### config.mk
export PLATFORM = sky130hd
export DESIGN_NAME = perceptron_train_queue_flat
export DESIGN_NICKNAME = d
export VERILOG_FILES = /design/src/rtl/perceptron_train_queue_if.sv /design/src/rtl/perceptron_train_queue.sv /design/src/flat_wrapper.sv
export SDC_FILE = /design/constraint.sdc
export NUM_CORES = 1
export LEC_CHECK = 0
export BUFFER_PORTS_ARGS = -buffer_cell sky130_fd_sc_hd__buf_4
export CAP_MARGIN = 5
export CORE_UTILIZATION = 60
export CTS_CLUSTER_SIZE = 8
export DETAILED_ROUTE_END_ITERATION = 10
export PLACE_DENSITY_LB_ADDON = 0.2
export SKIP_LAST_GASP = 1
export SLEW_MARGIN = 30
export SYNTH_ARGS = -nofsm -noshare
export SYNTH_HDL_FRONTEND = slang
export SYNTH_SLANG_ARGS = --single-unit
### constraint.sdc
create_clock -name clk_i -period 5.4 [get_ports clk_i]
set_clock_uncertainty 0.05 [all_clocks]
set_input_delay 1.62 -clock clk_i [delete_from_list [all_inputs] [get_ports clk_i]]
set_output_delay 1.62 -clock clk_i [all_outputs]
set_load 0.005 [all_outputs]
### src/rtl/perceptron_train_queue_if.sv
// Prediction-in, resolution-in and weight write-back channels of the perceptron training queue.
// The master drives predictions and resolutions; the slave is the training queue itself.
interface perceptron_train_queue_if #(
  parameter int NUM_WEIGHTS = 16,
  parameter int WEIGHT_W    = 3,
  parameter int SUM_W       = 9,
  parameter int IDX_W       = 8
);
  logic                            pred_valid;
  logic                            pred_ready;
  logic [SUM_W-1:0]                pred_sum;
  logic                            pred_dir;
  logic [NUM_WEIGHTS-1:0]          pred_hist;
  logic [NUM_WEIGHTS*WEIGHT_W-1:0] pred_weights;
  logic [IDX_W-1:0]                pred_index;

  logic                            res_valid;
  logic                            res_ready;
  logic                            res_taken;

  logic                            upd_valid;
  logic                            upd_ready;
  logic [IDX_W-1:0]                upd_index;
  logic [NUM_WEIGHTS*WEIGHT_W-1:0] upd_weights;

  modport master (
    output pred_valid, pred_sum, pred_dir, pred_hist, pred_weights, pred_index,
    output res_valid, res_taken, upd_ready,
    input  pred_ready, res_ready, upd_valid, upd_index, upd_weights
  );

  modport slave (
    input  pred_valid, pred_sum, pred_dir, pred_hist, pred_weights, pred_index,
    input  res_valid, res_taken, upd_ready,
    output pred_ready, res_ready, upd_valid, upd_index, upd_weights
  );
endinterface

### src/rtl/perceptron_train_queue.sv
// In-order queue of in-flight perceptron predictions; each resolution pops the oldest entry,
// applies the perceptron training rule and issues a saturated weight write-back.
module perceptron_train_queue #(
  parameter int NUM_WEIGHTS = 16,
  parameter int WEIGHT_W    = 3,
  parameter int SUM_W       = 9,
  parameter int THETA       = 14,
  parameter int IDX_W       = 8,
  parameter int DEPTH       = 4
) (
  input  logic                       clk_i,
  input  logic                       rst_ni,
  input  logic                       flush_i,
  perceptron_train_queue_if.slave    bus,
  output logic [$clog2(DEPTH+1)-1:0] occupancy_o
);
  localparam int PTR_W = $clog2(DEPTH);
  localparam int OCC_W = $clog2(DEPTH+1);
  localparam int WV_W  = NUM_WEIGHTS * WEIGHT_W;

  localparam logic signed [WEIGHT_W:0] WMAX = {2'b00, {(WEIGHT_W-1){1'b1}}};
  localparam logic signed [WEIGHT_W:0] WMIN = {2'b11, {(WEIGHT_W-1){1'b0}}};
  localparam logic signed [WEIGHT_W:0] ONE  = {{WEIGHT_W{1'b0}}, 1'b1};

  typedef struct packed {
    logic [SUM_W-1:0]       sum;
    logic                   dir;
    logic [NUM_WEIGHTS-1:0] hist;
    logic [WV_W-1:0]        weights;
    logic [IDX_W-1:0]       index;
  } entry_t;

  typedef enum logic [1:0] {S_IDLE, S_DECIDE, S_WRITE} state_t;

  entry_t           mem_q [DEPTH];
  logic [PTR_W-1:0] wr_ptr_q, wr_ptr_d, rd_ptr_q, rd_ptr_d;
  logic [OCC_W-1:0] cnt_q, cnt_d;
  state_t           state_q, state_d;
  entry_t           lat_q, lat_d;
  logic             taken_q, taken_d;
  logic [IDX_W-1:0] upd_index_q, upd_index_d;
  logic [WV_W-1:0]  upd_weights_q, upd_weights_d;
  logic             push, pop, train;
  logic [SUM_W:0]   sum_ext, sum_abs;
  logic [WV_W-1:0]  new_weights;

  function automatic logic [PTR_W-1:0] ptr_inc(input logic [PTR_W-1:0] p);
    return (p == PTR_W'(DEPTH-1)) ? '0 : p + 1'b1;
  endfunction

  assign bus.pred_ready = (cnt_q != OCC_W'(DEPTH));
  assign bus.res_ready  = (cnt_q != '0) && (state_q == S_IDLE) && !flush_i;
  assign push           = bus.pred_valid && bus.pred_ready && !flush_i;
  assign pop            = bus.res_valid && bus.res_ready;
  assign bus.upd_valid  = (state_q == S_WRITE);
  assign bus.upd_index  = upd_index_q;
  assign bus.upd_weights = upd_weights_q;
  assign occupancy_o    = cnt_q;

  always_comb begin
    wr_ptr_d = wr_ptr_q;
    rd_ptr_d = rd_ptr_q;
    cnt_d    = cnt_q;
    if (flush_i) begin
      wr_ptr_d = '0;
      rd_ptr_d = '0;
      cnt_d    = '0;
    end else begin
      if (push) wr_ptr_d = ptr_inc(wr_ptr_q);
      if (pop)  rd_ptr_d = ptr_inc(rd_ptr_q);
      case ({push, pop})
        2'b10:   cnt_d = cnt_q + 1'b1;
        2'b01:   cnt_d = cnt_q - 1'b1;
        default: cnt_d = cnt_q;
      endcase
    end
  end

  always_ff @(posedge clk_i) begin
    if (push) mem_q[wr_ptr_q] <= '{sum: bus.pred_sum, dir: bus.pred_dir, hist: bus.pred_hist,
                                   weights: bus.pred_weights, index: bus.pred_index};
  end

  // Magnitude needs one extra bit so the most-negative sum stays positive.
  assign sum_ext = {lat_q.sum[SUM_W-1], lat_q.sum};
  assign sum_abs = sum_ext[SUM_W] ? (~sum_ext + 1'b1) : sum_ext;
  assign train   = (lat_q.dir != taken_q) || (sum_abs <= (SUM_W+1)'(THETA));

  for (genvar gi = 0; gi < NUM_WEIGHTS; gi++) begin : g_w
    logic signed [WEIGHT_W:0] ext, nxt;
    assign ext = {lat_q.weights[gi*WEIGHT_W+WEIGHT_W-1], lat_q.weights[gi*WEIGHT_W +: WEIGHT_W]};
    assign nxt = (lat_q.hist[gi] == taken_q) ? ext + ONE : ext - ONE;
    assign new_weights[gi*WEIGHT_W +: WEIGHT_W] = (nxt > WMAX) ? WMAX[WEIGHT_W-1:0] :
                                                  (nxt < WMIN) ? WMIN[WEIGHT_W-1:0] :
                                                                 nxt[WEIGHT_W-1:0];
  end

  always_comb begin
    state_d       = state_q;
    lat_d         = lat_q;
    taken_d       = taken_q;
    upd_index_d   = upd_index_q;
    upd_weights_d = upd_weights_q;
    case (state_q)
      S_IDLE: begin
        if (pop) begin
          lat_d   = mem_q[rd_ptr_q];
          taken_d = bus.res_taken;
          state_d = S_DECIDE;
        end
      end
      S_DECIDE: begin
        if (train) begin
          upd_index_d   = lat_q.index;
          upd_weights_d = new_weights;
          state_d       = S_WRITE;
        end else begin
          state_d = S_IDLE;
        end
      end
      S_WRITE: if (bus.upd_ready) state_d = S_IDLE;
      default: state_d = S_IDLE;
    endcase
  end

  always_ff @(posedge clk_i or negedge rst_ni) begin
    if (!rst_ni) begin
      wr_ptr_q      <= '0;
      rd_ptr_q      <= '0;
      cnt_q         <= '0;
      state_q       <= S_IDLE;
      lat_q         <= '0;
      taken_q       <= 1'b0;
      upd_index_q   <= '0;
      upd_weights_q <= '0;
    end else begin
      wr_ptr_q      <= wr_ptr_d;
      rd_ptr_q      <= rd_ptr_d;
      cnt_q         <= cnt_d;
      state_q       <= state_d;
      lat_q         <= lat_d;
      taken_q       <= taken_d;
      upd_index_q   <= upd_index_d;
      upd_weights_q <= upd_weights_d;
    end
  end
endmodule
### src/flat_wrapper.sv
// flat-port wrapper written by rule: the top's interface ports become plain ports
module perceptron_train_queue_flat 
#(
  parameter int NUM_WEIGHTS = 16,
  parameter int WEIGHT_W    = 3,
  parameter int SUM_W       = 9,
  parameter int THETA       = 14,
  parameter int IDX_W       = 8,
  parameter int DEPTH       = 4
)
  (clk_i, rst_ni, flush_i, occupancy_o, bus_pred_valid, bus_pred_sum, bus_pred_dir, bus_pred_hist, bus_pred_weights, bus_pred_index, bus_res_valid, bus_res_taken, bus_upd_ready, bus_pred_ready, bus_res_ready, bus_upd_valid, bus_upd_index, bus_upd_weights);
  perceptron_train_queue_if #(.NUM_WEIGHTS(NUM_WEIGHTS), .WEIGHT_W(WEIGHT_W), .SUM_W(SUM_W), .IDX_W(IDX_W)) bus_i ();
  input  logic clk_i;
  input  logic rst_ni;
  input  logic flush_i;
  output logic [$clog2(DEPTH+1)-1:0] occupancy_o;
  input wire logic [$bits(bus_i.pred_valid)-1:0] bus_pred_valid;
  input wire logic [$bits(bus_i.pred_sum)-1:0] bus_pred_sum;
  input wire logic [$bits(bus_i.pred_dir)-1:0] bus_pred_dir;
  input wire logic [$bits(bus_i.pred_hist)-1:0] bus_pred_hist;
  input wire logic [$bits(bus_i.pred_weights)-1:0] bus_pred_weights;
  input wire logic [$bits(bus_i.pred_index)-1:0] bus_pred_index;
  input wire logic [$bits(bus_i.res_valid)-1:0] bus_res_valid;
  input wire logic [$bits(bus_i.res_taken)-1:0] bus_res_taken;
  input wire logic [$bits(bus_i.upd_ready)-1:0] bus_upd_ready;
  output wire logic [$bits(bus_i.pred_ready)-1:0] bus_pred_ready;
  output wire logic [$bits(bus_i.res_ready)-1:0] bus_res_ready;
  output wire logic [$bits(bus_i.upd_valid)-1:0] bus_upd_valid;
  output wire logic [$bits(bus_i.upd_index)-1:0] bus_upd_index;
  output wire logic [$bits(bus_i.upd_weights)-1:0] bus_upd_weights;
  assign bus_i.pred_valid = bus_pred_valid;
  assign bus_i.pred_sum = bus_pred_sum;
  assign bus_i.pred_dir = bus_pred_dir;
  assign bus_i.pred_hist = bus_pred_hist;
  assign bus_i.pred_weights = bus_pred_weights;
  assign bus_i.pred_index = bus_pred_index;
  assign bus_i.res_valid = bus_res_valid;
  assign bus_i.res_taken = bus_res_taken;
  assign bus_i.upd_ready = bus_upd_ready;
  assign bus_pred_ready = bus_i.pred_ready;
  assign bus_res_ready = bus_i.res_ready;
  assign bus_upd_valid = bus_i.upd_valid;
  assign bus_upd_index = bus_i.upd_index;
  assign bus_upd_weights = bus_i.upd_weights;
  perceptron_train_queue #(.NUM_WEIGHTS(NUM_WEIGHTS), .WEIGHT_W(WEIGHT_W), .SUM_W(SUM_W), .THETA(THETA), .IDX_W(IDX_W), .DEPTH(DEPTH)) u_core (.clk_i(clk_i), .rst_ni(rst_ni), .flush_i(flush_i), .bus(bus_i), .occupancy_o(occupancy_o));
endmodule
==> impl_metrics.env, run 1 <==
export IMPL_root_buffer="clkbuf_16"
export IMPL_ir_drop_mv=0.340
export IMPL_drive_gt1_frac=0.354
export IMPL_cp_end_kind="primary output"
export IMPL_ys_ff_latch=476
export IMPL_final_max_slew_violation_count=0
export IMPL_final_common_cell="edfxtp_1"
export IMPL_area_growth_pct=18.9
export IMPL_crit_chain="buf_4 > nor3_2 > o31a_1 > buf_4"
export IMPL_cts_resized=0
export IMPL_power_density_nw_per_um2=590
export IMPL_hpwl_mm=21.4
export IMPL_ys_top_cells_by_area="edfxtp_1 50%, dfrtp_1 19%, mux4_2 9.4%"
export IMPL_wire_per_inst_um=21.0
export IMPL_nNetsFinal=1390
export IMPL_cts_sinks=476
export IMPL_grt_pass1_wl_mm=57.9
export IMPL_antenna_found_initial=3
export IMPL_max_freq_mhz=250
export IMPL_start_kind="input port"
export IMPL_rows=65
export IMPL_io_buffers=150
export IMPL_synth_warnings=0
export IMPL_slowest_stage="nor3_2"
export IMPL_yosys_area_top_type="edfxtp_1"
export IMPL_io_pins=151
export IMPL_drt_iter0_drc=492
export IMPL_hold_violations=0
export IMPL_drt_pass1_iter_count=4
export IMPL_vias=9817
export IMPL_critical_path_class="in -> out"
export IMPL_gp_congestion=0.735
export IMPL_dpl_cell_area_um2=21200
export IMPL_slowest_delay_ps=270
export IMPL_clk_latency_ps=550
export IMPL_grt_use_total=0.232
export IMPL_max_slew_margin=0.387
export IMPL_drt_total_wl_mm=36.5
export IMPL_syn_num_nets=1187
export IMPL_ant_nets=0
export IMPL_grt_pass1_vias=10646
export IMPL_cp_required_ps=3730
export IMPL_avgSynthCellArea_um2=18.7
export IMPL_floorplan_initialDensity=0.615
export IMPL_postCtsSetupBuffers=0
export IMPL_synth_compound_area_frac=0.0197
export IMPL_min_path_type="reg -> reg"
export IMPL_grt_overflow_total=0
export IMPL_htree_levels=3
export IMPL_postCtsHoldBufs=0
export IMPL_final_cell_mix="328 x edfxtp_1, 163 x buf_4, 145 x dfrtp_1"
export IMPL_grt_setup_unrepaired="no"
export IMPL_cap_violations=0
export IMPL_critical_path_most_common_cell="buf_4"
export IMPL_cts_reportedPaths_clkPinSlew_ps=50
export IMPL_worstPathMaxFanout=10
export IMPL_setup_viol=0
export IMPL_tns_ps=0
export IMPL_synthMuxAreaShare=0.180
export IMPL_viasPerCell=5.65
export IMPL_die_h_um=183
export IMPL_synthXorXnorAreaFrac=0.0161
export IMPL_synth_top_family_by_area="multiplexers"
export IMPL_cts_buffers=69
export IMPL_seq_area_frac_synth=0.693
export IMPL_syn_area_um2=19600
export IMPL_p_leak_nw=8.80
export IMPL_fill_cells=1899
export IMPL_grt_start_max_net_pins=66
export IMPL_fp_dieW_um=183
export IMPL_synth_fa_ha_area_frac=0.0484
export IMPL_die_area_um2=33300
export IMPL_min_period_ps=3990
export IMPL_synth_main_ff_cell="edfxtp_1"
export IMPL_fin_crit_sh=0.740
export IMPL_drc_errors=0
export IMPL_clockBufferDepth=3
export IMPL_ys_types=45
export IMPL_design_area_um2=23200
export IMPL_synthCells=1043
export IMPL_coreArea_um2=31800
export IMPL_cp_arrival_ps=2320
export IMPL_synth_simple_area_share=0.0162
export IMPL_synth_edff_count=328
export IMPL_status="completed"
export IMPL_async_reset_ff_frac=0.311
export IMPL_tightest_slew_ps=919
export IMPL_cts_tree="yes"
export IMPL_synth_top_area_frac=0.504
[layer usage]
metal	vias to the layer above	global-route usage	part of all wire
met5	-	0	0
li1	4404	-	-
met3	65	0.0519	0.058
met4	0	0.0783	0.023
met1	5081	0.301	0.41
met2	267	0.392	0.51
[through the flow]
stage	power (W)	setup WS (ps)	instances	hold slack (ps)	util
4_1_cts	0.0139	1400	1733	454	0.730
2_1_floorplan	0.00857	1000	1043	424	-
3_3_place_gp	0.00964	1420	1608	434	0.667
6_report	0.0137	1410	1737	452	0.731
3_5_place_dp	0.00986	1400	1609	443	0.667
5_1_grt	0.0146	1380	1734	469	0.731
[state kept, by name (all words and copies together) (netlist names)]
name and count:
u_core.bus.upd_index 8, u_core.bus.upd_weights 48, u_core.mem_q 328, u_core.lat_q 34, u_core.taken_q 1, u_core.wr_ptr_q 2
u_core.rd_ptr_q 2, u_core.occupancy_o 3, u_core.g_w.ext 48, u_core.state_q 2
[path summary, 6_finish.rpt]
kind	startpoint	to	slack (ps)	depth (start not counted)
worst max-delay path	flush_i	bus_res_ready	1410	4
worst min-delay path	u_core.lat_q[5]	u_core.bus.upd_index[5]	450	1
worst max register to register	u_core.taken_q	u_core.bus.upd_weights[1]	2450	6
worst min register to register	u_core.lat_q[5]	u_core.bus.upd_index[5]	450	1
max in group asynchronous	rst_ni	u_core.g_w[2].ext[2]	3240	2
min in group asynchronous	rst_ni	u_core.bus.upd_weights[27]	1030	1
[layout make-up]
| cell class | count | area, µm² | share of cell area |
|---|---|---|---|
| diodes | 3 | 7.51 | 0.000323 |
| clock buffers | 123 | 1990 | 0.0858 |
| clock inverters | 1 | 8.76 | 0.000377 |
| inverters | 83 | 312 | 0.0134 |
| multi-input cells | 448 | 5510 | 0.237 |
| flip-flops and latches | 476 | 13600 | 0.584 |
| well taps | 435 | 544 | 0.0234 |
| repair buffers | 168 | 1310 | 0.0562 |
[critical path, delay by kind of cell]
| kind | cells | cell delay (ps) |
|---|---|---|
| compound gates | 1 | 180 |
| simple gates | 1 | 270 |
| buf+inv | 2 | 250 |
[synth_stat cells (7+ instances only)]
library cell  count
mux2_2          105
a21oi_1          27
mux2_4           14
buf_2            13
dfrtp_1         148
clkbuf_1         14
fa_1             17
ha_1             38
nand2_1          20
mux2i_1          24
a211oi_1          7
edfxtp_1        328
inv_1            82
mux4_2           82
maj3_1           13
xnor2_1          17
nor2_1           19
xor2_1           17
[where the power goes]
| part | switching (W) | internal, W |
|---|---|---|
| registers | 0.000587 | 0.00460 |
| clock network | 0.00145 | 0.00247 |
| logic | 0.00219 | 0.00244 |
| total | 0.00422 | 0.00950 |
[cells by family (layout without fill, tap and decap cells)]
logic type	Yosys count	after routing
flip-flops	476	476
XOR/XNOR	35	35
buffers and inverters	119	375
AO/OA/AOI/OAI	53	53
other	0	3
adder cells (fa/ha/maj)	68	68
multiplexers	229	229
AND/OR/NAND/NOR	63	63
(Power assumes the default switching activity.)
==> run 2, diff against run 1 <==
- CORE_UTILIZATION: 60 -> 54
- clock period: 5.4 -> 3.3 ns (I/O delays scaled with it)
==> run 2 against run 1 <==
Count of clock-buffer cells in the layout down 3. Routed wire length down 3.4%. Sequential power up 61%. Clock power up 65%. Global-route usage down 2.9 points. Non-clock buffer count up 1. Critical path depth unchanged. Final area up 0.71%. Largest power group unchanged. Highest routed layer unchanged. Largest cell class unchanged. Sequential share of layout area down 0.41 points. Combinational power up 64%.
==> impl_metrics.env, run 2 (synthesis results as in run 1) <==
export IMPL_die_area_um2=37000
export IMPL_vias=9625
export IMPL_fp_dieW_um=192
export IMPL_postCtsHoldBufs=0
export IMPL_final_cell_mix="328 x edfxtp_1, 156 x buf_4, 145 x dfrtp_1"
export IMPL_max_slew_margin=0.503
export IMPL_clk_latency_ps=560
export IMPL_coreArea_um2=35600
export IMPL_root_buffer="clkbuf_16"
export IMPL_gp_congestion=0.750
export IMPL_crit_chain="buf_4 > nor3_2 > o31a_1 > buf_4"
export IMPL_min_period_ps=2760
export IMPL_area_growth_pct=19.7
export IMPL_max_freq_mhz=362
export IMPL_wire_per_inst_um=20.0
export IMPL_post_route_util=0.658
export IMPL_start_kind="input port"
export IMPL_postCtsSetupBuffers=0
export IMPL_grt_use_total=0.204
export IMPL_cts_buffers=69
export IMPL_power_density_nw_per_um2=955
export IMPL_ir_drop_mv=0.508
export IMPL_grt_start_max_net_pins=67
export IMPL_cts_sinks=476
export IMPL_slowest_stage="nor3_2"
export IMPL_critical_path_class="in -> out"
export IMPL_largest_reg_flops=328
export IMPL_hold_violations=0
export IMPL_drt_total_wl_mm=35.3
export IMPL_die_h_um=192
export IMPL_drc_errors=0
export IMPL_ant_nets=0
export IMPL_floorplan_initialDensity=0.550
export IMPL_worstPathMaxFanout=10
export IMPL_io_pins=151
export IMPL_grt_setup_unrepaired="no"
export IMPL_slowest_delay_ps=270
export IMPL_io_buffers=150
export IMPL_drt_iter0_drc=419
export IMPL_cp_end_kind="primary output"
export IMPL_status="completed"
export IMPL_setup_viol=0
export IMPL_cap_violations=0
export IMPL_antenna_found_initial=1
export IMPL_drt_pass1_iter_count=4
export IMPL_final_common_cell="edfxtp_1"
export IMPL_final_max_slew_violation_count=0
export IMPL_nNetsFinal=1391
export IMPL_critical_path_most_common_cell="buf_4"
export IMPL_viasPerCell=5.45
export IMPL_cts_tree="yes"
export IMPL_grt_pass1_vias=10428
export IMPL_clockBufferDepth=3
export IMPL_tightest_slew_ps=745
export IMPL_grt_overflow_total=0
export IMPL_p_leak_nw=8.85
export IMPL_rows=69
export IMPL_fin_crit_sh=0.837
export IMPL_largest_register="u_core.mem_q"
export IMPL_grt_pass1_wl_mm=56.4
export IMPL_cts_resized=0
export IMPL_htree_levels=3
export IMPL_tns_ps=0
export IMPL_hpwl_mm=20.9
export IMPL_drive_gt1_frac=0.356
export IMPL_min_path_type="in -> async"
export IMPL_cp_required_ps=2260
export IMPL_cp_arrival_ps=1720
export IMPL_cts_reportedPaths_clkPinSlew_ps=50
[run 2: cell types whose count changed in the layout (fill, tap and decap cells not counted), moves of 2 or more]
| cell | change |
|---|---|
| buf_4 | -7 |
| buf_12 | +9 |
| clkbuf_16 | -2 |
| inv_6 | +3 |
[run 2: metrics by stage]
step                      total power, W  area, µm²  instances  hold WS [ps]  worst slack [ps]
after detailed placement          0.0161      21400       1637           443               532
after global placement            0.0158      21400       1637           435               572
after CTS                         0.0227      23400       1763           281               528
after floorplan                   0.0140      19600       1043           424               372
after global routing              0.0239      23400       1764           296               475
final                             0.0224      23400       1765           286               537
[run 2: layout make-up]
cell class / instances / area [µm²]
sequential: 476 / 13600
fill: 2516 / 12200
multi-input combinational: 448 / 5510
clock buffer: 120 / 1940
timing repair buffer: 169 / 1420
tap: 461 / 577
inverter: 83 / 312
clock inverter: 6 / 81.3
antenna: 2 / 5.00
[run 2: where the power goes]
part,switching (W),total [W],internal (W),leakage [nW]
logic,0.00354,0.00756,0.00402,3.12
clock network,0.00242,0.00646,0.00404,0.961
registers,0.000808,0.00833,0.00752,4.77
[run 2: per-layer routing]
metal,share of wire,GRT usage
met1,0.43,0.268
met3,0.053,0.0489
met5,0,0
met4,0.021,0.0739
met2,0.50,0.332
[run 2: path summary, 6_finish.rpt]
check	from	end	slack, ps	cells past startpoint
setup / recovery	flush_i	bus_res_ready	540	4
hold / removal	rst_ni	u_core.bus.upd_weights[27]	290	1
setup reg to reg	u_core.taken_q	u_core.bus.upd_weights[16]	700	6
hold reg to reg	u_core.lat_q[0]	u_core.bus.upd_index[0]	450	1
max in group asynchronous	rst_ni	u_core.rd_ptr_q[1]	2130	2
min in group clk_i	u_core.lat_q[0]	u_core.bus.upd_index[0]	450	1
[run 2: critical path: cells and delay by family]
family                 cells  cell delay (ps)
and+or+nand+nor            1              270
buffers and inverters      2              260
AOI/OAI and AO/OA          1              190
==> run 3, diff against run 2 <==
- ABC_AREA: not set -> 1
- CORE_UTILIZATION: 54 -> 60
- clock period: 3.3 -> 2.69 ns (I/O delays scaled with it)
==> run 3 against run 2 <==
Worst setup slack got worse by 230 ps. Power increased by 31%. Sequential share of layout area decreased by 0.84 points. Global-route usage increased by 7.8 points. Register-to-register slack got worse by 400 ps. Utilization increased by 7.0 points. Cell count increased by 38%. Routed wire length increased by 31%. Clock power increased by 23%. Final area increased by 1.4%. Largest power group is now combinational logic.
==> impl_metrics.env, run 3 <==
export IMPL_cap_violations=0
export IMPL_seq_power_share=0.344
export IMPL_seq_area_frac_synth=0.678
export IMPL_cpLargestDelayFamily="simple AND/OR/NAND/NOR gates"
export IMPL_grt_setup_unrepaired="no"
export IMPL_vias=13917
export IMPL_fp_dieW_um=184
export IMPL_clk_latency_ps=570
export IMPL_async_reset_ff_frac=0.311
export IMPL_tightest_slew_ps=747
export IMPL_coreArea_um2=32600
export IMPL_reg2reg_slack_ps=300
export IMPL_drt_pass1_iter_count=5
export IMPL_io_buffers=150
export IMPL_largest_reg_flops=328
export IMPL_setup_viol=0
export IMPL_htree_levels=3
export IMPL_swShare=0.371
export IMPL_synth_edff_count=328
export IMPL_hold_violations=0
export IMPL_synth_most_common_cell="nand2_1"
export IMPL_post_place_ws_ps=332
export IMPL_pwr_share_comb=0.385
export IMPL_ys_types=28
export IMPL_critPathBufInv=2
export IMPL_stdcell_count=2429
export IMPL_design_area_um2=23700
export IMPL_cts_reportedPaths_clkPinSlew_ps=50
export IMPL_area_growth_pct=18.8
export IMPL_cts_buffers=69
export IMPL_r2r_cells=10
export IMPL_power_density_nw_per_um2=1230
export IMPL_status="completed"
export IMPL_antenna_found_initial=1
export IMPL_min_path_type="in -> async"
export IMPL_synth_main_ff_cell="edfxtp_1"
export IMPL_grt_overflow_total=0
export IMPL_cts_tree="yes"
export IMPL_dpl_cell_area_um2=21700
export IMPL_drt_iter0_drc=1298
export IMPL_root_buffer="clkbuf_16"
export IMPL_power_switching_w=0.0109
export IMPL_die_area_um2=34000
export IMPL_cp_num_cells=10
export IMPL_cp_startpoint="u_core.taken_q"
export IMPL_grt_pass1_wl_mm=72.9
export IMPL_largest_register="u_core.mem_q"
export IMPL_ir_drop_mv=0.908
export IMPL_viasPerCell=5.73
export IMPL_cp_arrival_ps=2840
export IMPL_p_leak_nw=9.81
export IMPL_fill_cells=2143
export IMPL_nNetsFinal=2079
export IMPL_timing_rr_end="u_core.bus.upd_weights[24]"
export IMPL_tns_ps=0
export IMPL_gp_congestion=0.815
export IMPL_r2r_start="u_core.taken_q"
export IMPL_final_cell_mix="405 x nand2_1, 328 x edfxtp_1, 208 x o21ai_0"
export IMPL_intPower_w=0.0184
export IMPL_cp_end_kind="register"
export IMPL_grt_use_total=0.281
export IMPL_clockBufferDepth=3
export IMPL_worstPathMaxFanout=12
export IMPL_synthCells=1773
export IMPL_synth_warnings=0
export IMPL_cts_resized=0
export IMPL_rows=66
export IMPL_grt_pass1_vias=13537
export IMPL_ant_nets=0
export IMPL_finalWorstSetupSlack_ps=303
export IMPL_synth_top_area_frac=0.493
export IMPL_crit_chain="buf_12 > xnor2_1 > inv_1 > ha_1 > nand3_1 > o21ai_0 > or2_2 > nand2_1 > nand3_1 > nand2_1"
export IMPL_yosys_area_top_type="edfxtp_1"
export IMPL_drive_gt1_frac=0.150
export IMPL_critical_path_endpoint="u_core.bus.upd_weights[24]"
export IMPL_final_max_slew_violation_count=0
export IMPL_seqCellArea_um2=13600
export IMPL_io_pins=151
export IMPL_hpwl_mm=27.5
export IMPL_synthTopCellsByCount="408 x nand2_1, 328 x edfxtp_1, 208 x o21ai_0"
export IMPL_syn_area_um2=20000
export IMPL_wire_per_inst_um=19.1
export IMPL_avgSynthCellArea_um2=11.3
export IMPL_drc_errors=0
export IMPL_slowest_delay_ps=520
export IMPL_postCtsSetupBuffers=0
export IMPL_start_kind="register"
export IMPL_p_clk_frac=0.271
export IMPL_fin_crit_sh=0.887
export IMPL_ys_top_cells_by_area="edfxtp_1 49%, dfrtp_1 19%, nand2_1 7.7%"
export IMPL_die_h_um=184
export IMPL_critical_path_class="reg -> reg"
export IMPL_max_freq_mhz=419
export IMPL_slowest_stage="dfrtp_1"
export IMPL_cp_required_ps=3140
export IMPL_power_w=0.0293
export IMPL_postCtsHoldBufs=0
export IMPL_syn_num_nets=1917
export IMPL_grt_start_max_net_pins=168
export IMPL_cts_sinks=476
export IMPL_min_period_ps=2390
export IMPL_multi_input_area_um2=5610
export IMPL_ys_ff_latch=476
export IMPL_drt_total_wl_mm=46.3
export IMPL_dp_cells=2306
export IMPL_final_common_cell="nand2_1"
export IMPL_floorplan_initialDensity=0.613
export IMPL_max_slew_margin=0.502
[run 3: worst min path at each step]
stage | from | endpoint | slack (ps) | depth (start not counted)
finish | rst_ni | u_core.bus.upd_weights[44] | 110 | 1
detailed placement | u_core.bus.upd_weights[23] | u_core.bus.upd_weights[23] | 410 | 2
global route | rst_ni | u_core.bus.upd_weights[44] | 120 | 1
CTS | rst_ni | u_core.bus.upd_weights[44] | 110 | 1
global placement | u_core.bus.upd_weights[32] | u_core.bus.upd_weights[32] | 410 | 2
floorplan | u_core.lat_q[3] | u_core.lat_q[3] | 400 | 2
[run 3: kinds of logic (layout without fill, tap and decap cells)]
kind of cell | Yosys count | in the layout | synth area share
AND/OR/NAND/NOR | 696 | 696 | 0.138
flip-flops | 476 | 476 | 0.678
AO/OA/AOI/OAI | 312 | 312 | 0.0836
buffers and inverters | 200 | 413 | 0.0439
adder cells (fa/ha/maj) | 55 | 55 | 0.0408
XOR/XNOR | 34 | 34 | 0.0149
other | 0 | 1 | 0
[run 3: per-layer routing]
| metal | global-route usage | vias up | share of wire |
|---|---|---|---|
| met5 | 0 | - | 0 |
| met4 | 0.0890 | 0 | 0.020 |
| met3 | 0.0571 | 79 | 0.091 |
| met2 | 0.437 | 620 | 0.47 |
| met1 | 0.403 | 6826 | 0.42 |
| li1 | - | 6392 | - |
[run 3: final cells by class]
class	instances	area share
Clock buffer	116	0.0815
Multi-Input combinational cell	1097	0.236
Inverter	107	0.0172
Sequential cell	476	0.571
Timing Repair Buffer	184	0.0662
Antenna cell	1	0.000105
Clock inverter	6	0.00422
Tap cell	442	0.0233
[run 3: metrics by stage]
stage / util / hold slack, ps
global route: 0.728 / 124
detailed placement: 0.665 / 411
floorplan: - / 400
finish: 0.728 / 107
CTS: 0.728 / 110
global placement: 0.665 / 406
[run 3: power by group through the flow]
stage	registers, W	logic, W	clock network [W]
floorplan	0.00993	0.00800	0
global placement	0.0102	0.0106	0
detailed placement	0.0102	0.0111	0
CTS	0.0101	0.0113	0.00807
global route	0.0102	0.0128	0.00839
finish	0.0101	0.0113	0.00796
